<file path="config.mk">
export PLATFORM = sky130hd
export DESIGN_NAME = div_word_packer_flat
export DESIGN_NICKNAME = d
export VERILOG_FILES = /design/src/rtl/div_word_packer_pkg.sv /design/src/rtl/div_word_packer_if.sv /design/src/rtl/div_word_fifo.sv /design/src/rtl/div_word_packer.sv /design/src/flat_wrapper.sv
export SDC_FILE = /design/constraint.sdc
export NUM_CORES = 1
export LEC_CHECK = 0
export CAP_MARGIN = 40
export CORE_MARGIN = 5
export CORE_UTILIZATION = 32
export CTS_CLUSTER_DIAMETER = 80
export DETAILED_ROUTE_END_ITERATION = 7
export PLACE_DENSITY = 0.57
export SLEW_MARGIN = 10
export SYNTH_ARGS = -nofsm -noshare
export SYNTH_HDL_FRONTEND = slang
export SYNTH_HIERARCHICAL = 1
export SYNTH_SLANG_ARGS = --single-unit
</file>
<file path="constraint.sdc">
create_clock -name i_clk -period 3.6 [get_ports i_clk]
set_clock_uncertainty 0.05 [all_clocks]
set_input_delay 0.72 -clock i_clk [delete_from_list [all_inputs] [get_ports i_clk]]
set_output_delay 0.72 -clock i_clk [all_outputs]
set_load 0.01 [all_outputs]
</file>
<file path="src/rtl/div_word_packer_pkg.sv">
// Shared types and constants for the divider-aligned word packer.
package div_word_packer_pkg;

  typedef enum logic {
    IDLE = 1'b0,
    PACK = 1'b1
  } state_e;

  function automatic int unsigned ratioOf(input int unsigned cntWidth);
    return 32'd1 << cntWidth;
  endfunction

endpackage

</file>
<file path="src/rtl/div_word_packer_if.sv">
// Sample-in / word-out bundle of the word packer; the slave modport faces the packer.
interface div_word_packer_if
  import div_word_packer_pkg::*;
#(
  parameter int CntWidth  = 2,
  parameter int DataWidth = 8
) ();

  localparam int Ratio = ratioOf(CntWidth);

  logic                        i_en;
  logic                        i_align;
  logic                        i_valid;
  logic [DataWidth-1:0]        i_data;
  logic                        i_ready;
  logic                        o_valid;
  logic [Ratio*DataWidth-1:0]  o_data;
  logic [CntWidth-1:0]         o_slot;
  logic                        o_locked;
  logic                        o_overflow;

  modport master (
    output i_en, i_align, i_valid, i_data, i_ready,
    input  o_valid, o_data, o_slot, o_locked, o_overflow
  );

  modport slave (
    input  i_en, i_align, i_valid, i_data, i_ready,
    output o_valid, o_data, o_slot, o_locked, o_overflow
  );

endinterface

</file>
<file path="src/rtl/div_word_fifo.sv">
// Two-entry word FIFO with a registered head; a push while full and not popping is ignored.
module div_word_fifo #(
  parameter int Width = 32
) (
  input  logic             i_clk,
  input  logic             i_rst_n,
  input  logic             i_push,
  input  logic [Width-1:0] i_data,
  input  logic             i_pop,
  output logic             o_full,
  output logic             o_empty,
  output logic             o_valid,
  output logic [Width-1:0] o_head
);

  logic [Width-1:0] head_q, head_d, tail_q, tail_d;
  logic             headValid_q, headValid_d, tailValid_q, tailValid_d;
  logic             popOk;

  assign popOk = i_pop && headValid_q;

  always_comb begin
    head_d      = head_q;
    tail_d      = tail_q;
    headValid_d = headValid_q;
    tailValid_d = tailValid_q;
    unique case ({i_push, popOk})
      2'b10: begin
        if (!headValid_q) begin
          head_d      = i_data;
          headValid_d = 1'b1;
        end else if (!tailValid_q) begin
          tail_d      = i_data;
          tailValid_d = 1'b1;
        end
      end
      2'b01: begin
        if (tailValid_q) head_d = tail_q;
        headValid_d = tailValid_q;
        tailValid_d = 1'b0;
      end
      // Simultaneous push and pop never drops, even when both entries are occupied.
      2'b11: begin
        if (tailValid_q) begin
          head_d = tail_q;
          tail_d = i_data;
        end else begin
          head_d = i_data;
        end
      end
      default: ;
    endcase
  end

  always_ff @(posedge i_clk) begin
    if (!i_rst_n) begin
      head_q      <= '0;
      tail_q      <= '0;
      headValid_q <= 1'b0;
      tailValid_q <= 1'b0;
    end else begin
      head_q      <= head_d;
      tail_q      <= tail_d;
      headValid_q <= headValid_d;
      tailValid_q <= tailValid_d;
    end
  end

  assign o_full  = tailValid_q;
  assign o_empty = ~headValid_q;
  assign o_valid = headValid_q;
  assign o_head  = head_q;

endmodule

</file>
<file path="src/rtl/div_word_packer.sv">
// Packs Ratio samples per word in step with a clock divider, re-phased by i_align.
module div_word_packer
  import div_word_packer_pkg::*;
#(
  parameter int CntWidth  = 2,
  parameter int DataWidth = 8
) (
  input logic               i_clk,
  input logic               i_rst_n,
  div_word_packer_if.slave  bus
);

  localparam int Ratio     = ratioOf(CntWidth);
  localparam int WordWidth = Ratio * DataWidth;
  localparam logic [CntWidth-1:0] SlotMax = '1;

  state_e                state_q, state_d;
  logic [CntWidth-1:0]   slot_q, slot_d;
  logic [WordWidth-1:0]  asm_q, asm_d;
  logic                  overflow_q, overflow_d;

  logic                  accept, push, pop;
  logic                  fifoFull, fifoEmpty, fifoValid;
  logic [CntWidth-1:0]   writeSlot;
  logic [WordWidth-1:0]  fifoHead;

  // Align restarts the word at slot 0 and wins over the current slot.
  assign accept    = (state_q == PACK || bus.i_align) && bus.i_en && bus.i_valid;
  assign writeSlot = bus.i_align ? '0 : slot_q;
  assign pop       = fifoValid && bus.i_ready;

  always_comb begin
    state_d    = state_q;
    slot_d     = slot_q;
    asm_d      = asm_q;
    push       = 1'b0;
    overflow_d = overflow_q;
    if (state_q == IDLE && bus.i_align) state_d = PACK;
    if (bus.i_en) begin
      if (bus.i_align) begin
        slot_d = '0;
        asm_d  = '0;
      end
      if (accept) begin
        asm_d[writeSlot*DataWidth +: DataWidth] = bus.i_data;
        slot_d = writeSlot + CntWidth'(1);
        push   = (writeSlot == SlotMax);
      end
    end
    if (push && fifoFull && !pop) overflow_d = 1'b1;
  end

  always_ff @(posedge i_clk) begin
    if (!i_rst_n) begin
      state_q    <= IDLE;
      slot_q     <= '0;
      asm_q      <= '0;
      overflow_q <= 1'b0;
    end else begin
      state_q    <= state_d;
      slot_q     <= slot_d;
      asm_q      <= asm_d;
      overflow_q <= overflow_d;
    end
  end

  div_word_fifo #(
    .Width(WordWidth)
  ) u_fifo (
    .i_clk   (i_clk),
    .i_rst_n (i_rst_n),
    .i_push  (push),
    .i_data  (asm_d),
    .i_pop   (pop),
    .o_full  (fifoFull),
    .o_empty (fifoEmpty),
    .o_valid (fifoValid),
    .o_head  (fifoHead)
  );

  assign bus.o_valid    = fifoValid;
  assign bus.o_data     = fifoHead;
  assign bus.o_slot     = slot_q;
  assign bus.o_locked   = (state_q == PACK);
  assign bus.o_overflow = overflow_q;

endmodule

</file>
<file path="src/flat_wrapper.sv">
// flat-port wrapper written by rule: the top's interface ports become plain ports
module div_word_packer_flat import div_word_packer_pkg::*;
#(
  parameter int CntWidth  = 2,
  parameter int DataWidth = 8
)
  (i_clk, i_rst_n, bus_i_en, bus_i_align, bus_i_valid, bus_i_data, bus_i_ready, bus_o_valid, bus_o_data, bus_o_slot, bus_o_locked, bus_o_overflow);
  div_word_packer_if #(.CntWidth(CntWidth), .DataWidth(DataWidth)) bus_i ();
  input logic i_clk;
  input logic i_rst_n;
  input wire logic [$bits(bus_i.i_en)-1:0] bus_i_en;
  input wire logic [$bits(bus_i.i_align)-1:0] bus_i_align;
  input wire logic [$bits(bus_i.i_valid)-1:0] bus_i_valid;
  input wire logic [$bits(bus_i.i_data)-1:0] bus_i_data;
  input wire logic [$bits(bus_i.i_ready)-1:0] bus_i_ready;
  output wire logic [$bits(bus_i.o_valid)-1:0] bus_o_valid;
  output wire logic [$bits(bus_i.o_data)-1:0] bus_o_data;
  output wire logic [$bits(bus_i.o_slot)-1:0] bus_o_slot;
  output wire logic [$bits(bus_i.o_locked)-1:0] bus_o_locked;
  output wire logic [$bits(bus_i.o_overflow)-1:0] bus_o_overflow;
  assign bus_i.i_en = bus_i_en;
  assign bus_i.i_align = bus_i_align;
  assign bus_i.i_valid = bus_i_valid;
  assign bus_i.i_data = bus_i_data;
  assign bus_i.i_ready = bus_i_ready;
  assign bus_o_valid = bus_i.o_valid;
  assign bus_o_data = bus_i.o_data;
  assign bus_o_slot = bus_i.o_slot;
  assign bus_o_locked = bus_i.o_locked;
  assign bus_o_overflow = bus_i.o_overflow;
  div_word_packer #(.CntWidth(CntWidth), .DataWidth(DataWidth)) u_core (.i_clk(i_clk), .i_rst_n(i_rst_n), .bus(bus_i));
endmodule
</file>
==> flow_summary.toml <==
[status]
outcome = "finished clean"

[detailed_routing]
drt_iter0_drc = 395
post-route-drc-count = 0
ant_nets = 0
wl_per_cell_um = 18.5
num_vias = 4474
drt_pass1_iterations = 5
avgViaCountPerCell = 5.68
routed_wl_um = 14600

[place]
dp_cells = 773
io_buffers = 50
dp_hpwl_um = 9780
gp_congestion = 0.779
place_ws_ps = -30.1
placement.cell_area_sq_um = 5710

[min_path]
worstHoldStart = "u_core/bus.o_overflow"
whs_endpoint = "u_core/bus.o_overflow"
hold_depth = 2
hold_class = "reg2reg"

[synthesis]
yosysWarnings = 6
syn_area_sq_um = 5110
synth_nets = 571
postSynth.asyncResetShare_pct = 0
ys_seq_area_share_pct = 40.0
synthDistinctLibCells = 60
syn_area_per_cell_sq_um = 9.32
synth_top_area_share_pct = 40.0
synth_area_leader_cell = "dfxtp_1"
yosys-top-cells-count = "102 x dfxtp_1, 65 x a21oi_1, 65 x nand3_1"
syn_inst = 548
synth_edf_count = 0
synth_ff_type = "dfxtp_1"
ys_top_cells_by_area = "dfxtp_1 40%, a211oi_2 7.3%, a21oi_1 6.4%"
ys_ff_latch = 102
synth.most_common_cell = "dfxtp_1"

[sta]
rsz0062_at_grt = "no"
drv_slew = 0
setup_viol = 0
worst_pin_slew_ps = 573
hold_viol = 0
fmaxAchievable_mhz = 303
finalWorstSetupSlack_ps = 303
maxSlewHeadroom_pct = 61.7
fin_crit_sh_pct = 91.6
period_needed_ps = 3300
finalSetupTns_ps = 0

[die]
start_util_pct = 32.4
die_w_um = 136
die_area_sq_um = 18600
rows = 46
io_pins = 51
die_h_um = 136
core_sq_um = 15800

[global_routing]
antenna_found_initial = 0
grt_pass1_vias = 4386
grt_util_all_layers_pct = 16.0
grt_pass1_wl_um = 23700
grt_max_degree = 47
grt_overflow = 0

[clocking]
cts_resized = 0
cts_buffer_depth = 2
clock_latency_ps = 340
clock_sinks = 102
cts.root.buffer_cell = "clkbuf_16"
clk_pin_slew_ps = 70
cts_tree = "done"
post_cts_buffers = 0
cts_hold_buf = 0
numCtsBuffers = 9
cts_max_level = 3

[worst_setup_path]
cp.arrival_ps = 3450
reg2reg_to = "u_core/u_fifo/o_head[7]"
reg2regPathDepth = 11
endpoint_kind = "flop"
crit_required_ps = 3760
path_class = "in2reg"
cp_max_fo = 31
crit_path_start_kind = "primary input"
regToRegSetupSlack_ps = 840
worstReg2RegStart = "u_core/bus.o_slot[0]"

[finish]
fin_cells = 788
syn2layout_area_growth_pct = 17.6
final_nets = 591
drive_above_1_share_pct = 15.4
num_antenna_cells = 0
fin_area_sq_um = 6010

[flow_run]
max_cap_violations = 0

[pwr]
powerDensity_nw_per_um2 = 376
irDropWorstVdd_mv = 0.212
p_leak_uw = 0.00192
[kinds of logic (layout without fill, tap and decap cells)]
logic type / after synthesis / count (layout) / synth area share, %
xor gates and xnor gates: 2 / 2 / 0.343
muxes: 4 / 4 / 1.00
DFF: 102 / 102 / 40.0
buffers and inverters: 68 / 92 / 7.64
adders and majority gates: 9 / 9 / 2.20
AOI/OAI and AO/OA: 229 / 229 / 35.4
and+or+nand+nor: 134 / 134 / 13.4
[layer usage]
layer  global-route usage [%]  part of all wire (%)
met1                     20.9                    44
met2                     26.3                    48
met3                     4.07                   5.4
met4                     4.48                   2.2
met5                        0                     0
[sequential cells by signal, indices dropped and copies added (netlist names)]
register               count
u_core/asm_q              32
u_core/u_fifo/o_head      32
u_core/u_fifo/tail_q      32
u_core/bus.o_slot          2
u_core/bus.o_locked        1
u_core/bus.o_overflow      1
u_core/u_fifo/o_full       1
u_core/u_fifo/o_valid      1
[cells in the final DEF (no fill, tap or decap), drive strengths merged, types with 2 or more instances in the layout]
cell type and instances:
nand2b 3, inv 8, buf 19, and2 5, a32oi 31, nand3 65
clkdlybuf4s50 50, nand4 3, ha 9, a211oi 34, o2111ai 2, a21boi 18
mux2 3, o22ai 2, clkbuf 12, a22o 2, a21oi 65, and3 2
nand2 43, a32o 13, o21ai 37, clkinv 2, o21a 4, nor2 5
dfxtp 102, o32ai 14
[power breakdown]
part,total (uW),switching (uW),internal (uW)
registers,1140,5.56,1130
logic,132,85.5,46.8
clock network,989,415,574
total,2260,506,1750
[worst max-delay path by stage]
stage                                          end        start
after floorplan           u_core/u_fifo/o_head[10]  bus_i_align
final                      u_core/u_fifo/o_head[7]  bus_i_align
after global routing       u_core/u_fifo/o_head[7]  bus_i_align
after global placement     u_core/u_fifo/o_head[7]  bus_i_align
after detailed placement   u_core/u_fifo/o_head[7]  bus_i_align
after CTS                  u_core/u_fifo/o_head[7]  bus_i_align
[through the flow]
stage | power (uW) | hold slack (ps) | util, %
3_5_place_dp | 1300 | 401 | 36.2
5_1_grt | 2340 | 436 | 38.1
4_1_cts | 2290 | 411 | 38.1
2_1_floorplan | 1250 | 396 | -
6_report | 2260 | 402 | 38.1
3_3_place_gp | 1290 | 387 | 36.2
[worst max-delay path: stages]
cell and delay (ps):
clkdlybuf4s50_1 500, nand2b_1 260, inv_1 110, ha_1 190, o2111ai_4 130, inv_2 210, inv_1 90, ha_1 270
or2_1 230, buf_4 240, a32oi_1 350, a211oi_2 120
[layout make-up]
| cell class | count | area (sq um) |
|---|---|---|
| timing repair buffer | 69 | 681 |
| tap | 216 | 270 |
| fill | 1591 | 9760 |
| clock buffer | 12 | 256 |
| clock inverter | 3 | 43.8 |
| inverter | 8 | 30.0 |
| multi-input combinational | 378 | 2680 |
| sequential | 102 | 2040 |
Note: power is estimated with default switching activity, not from simulation.
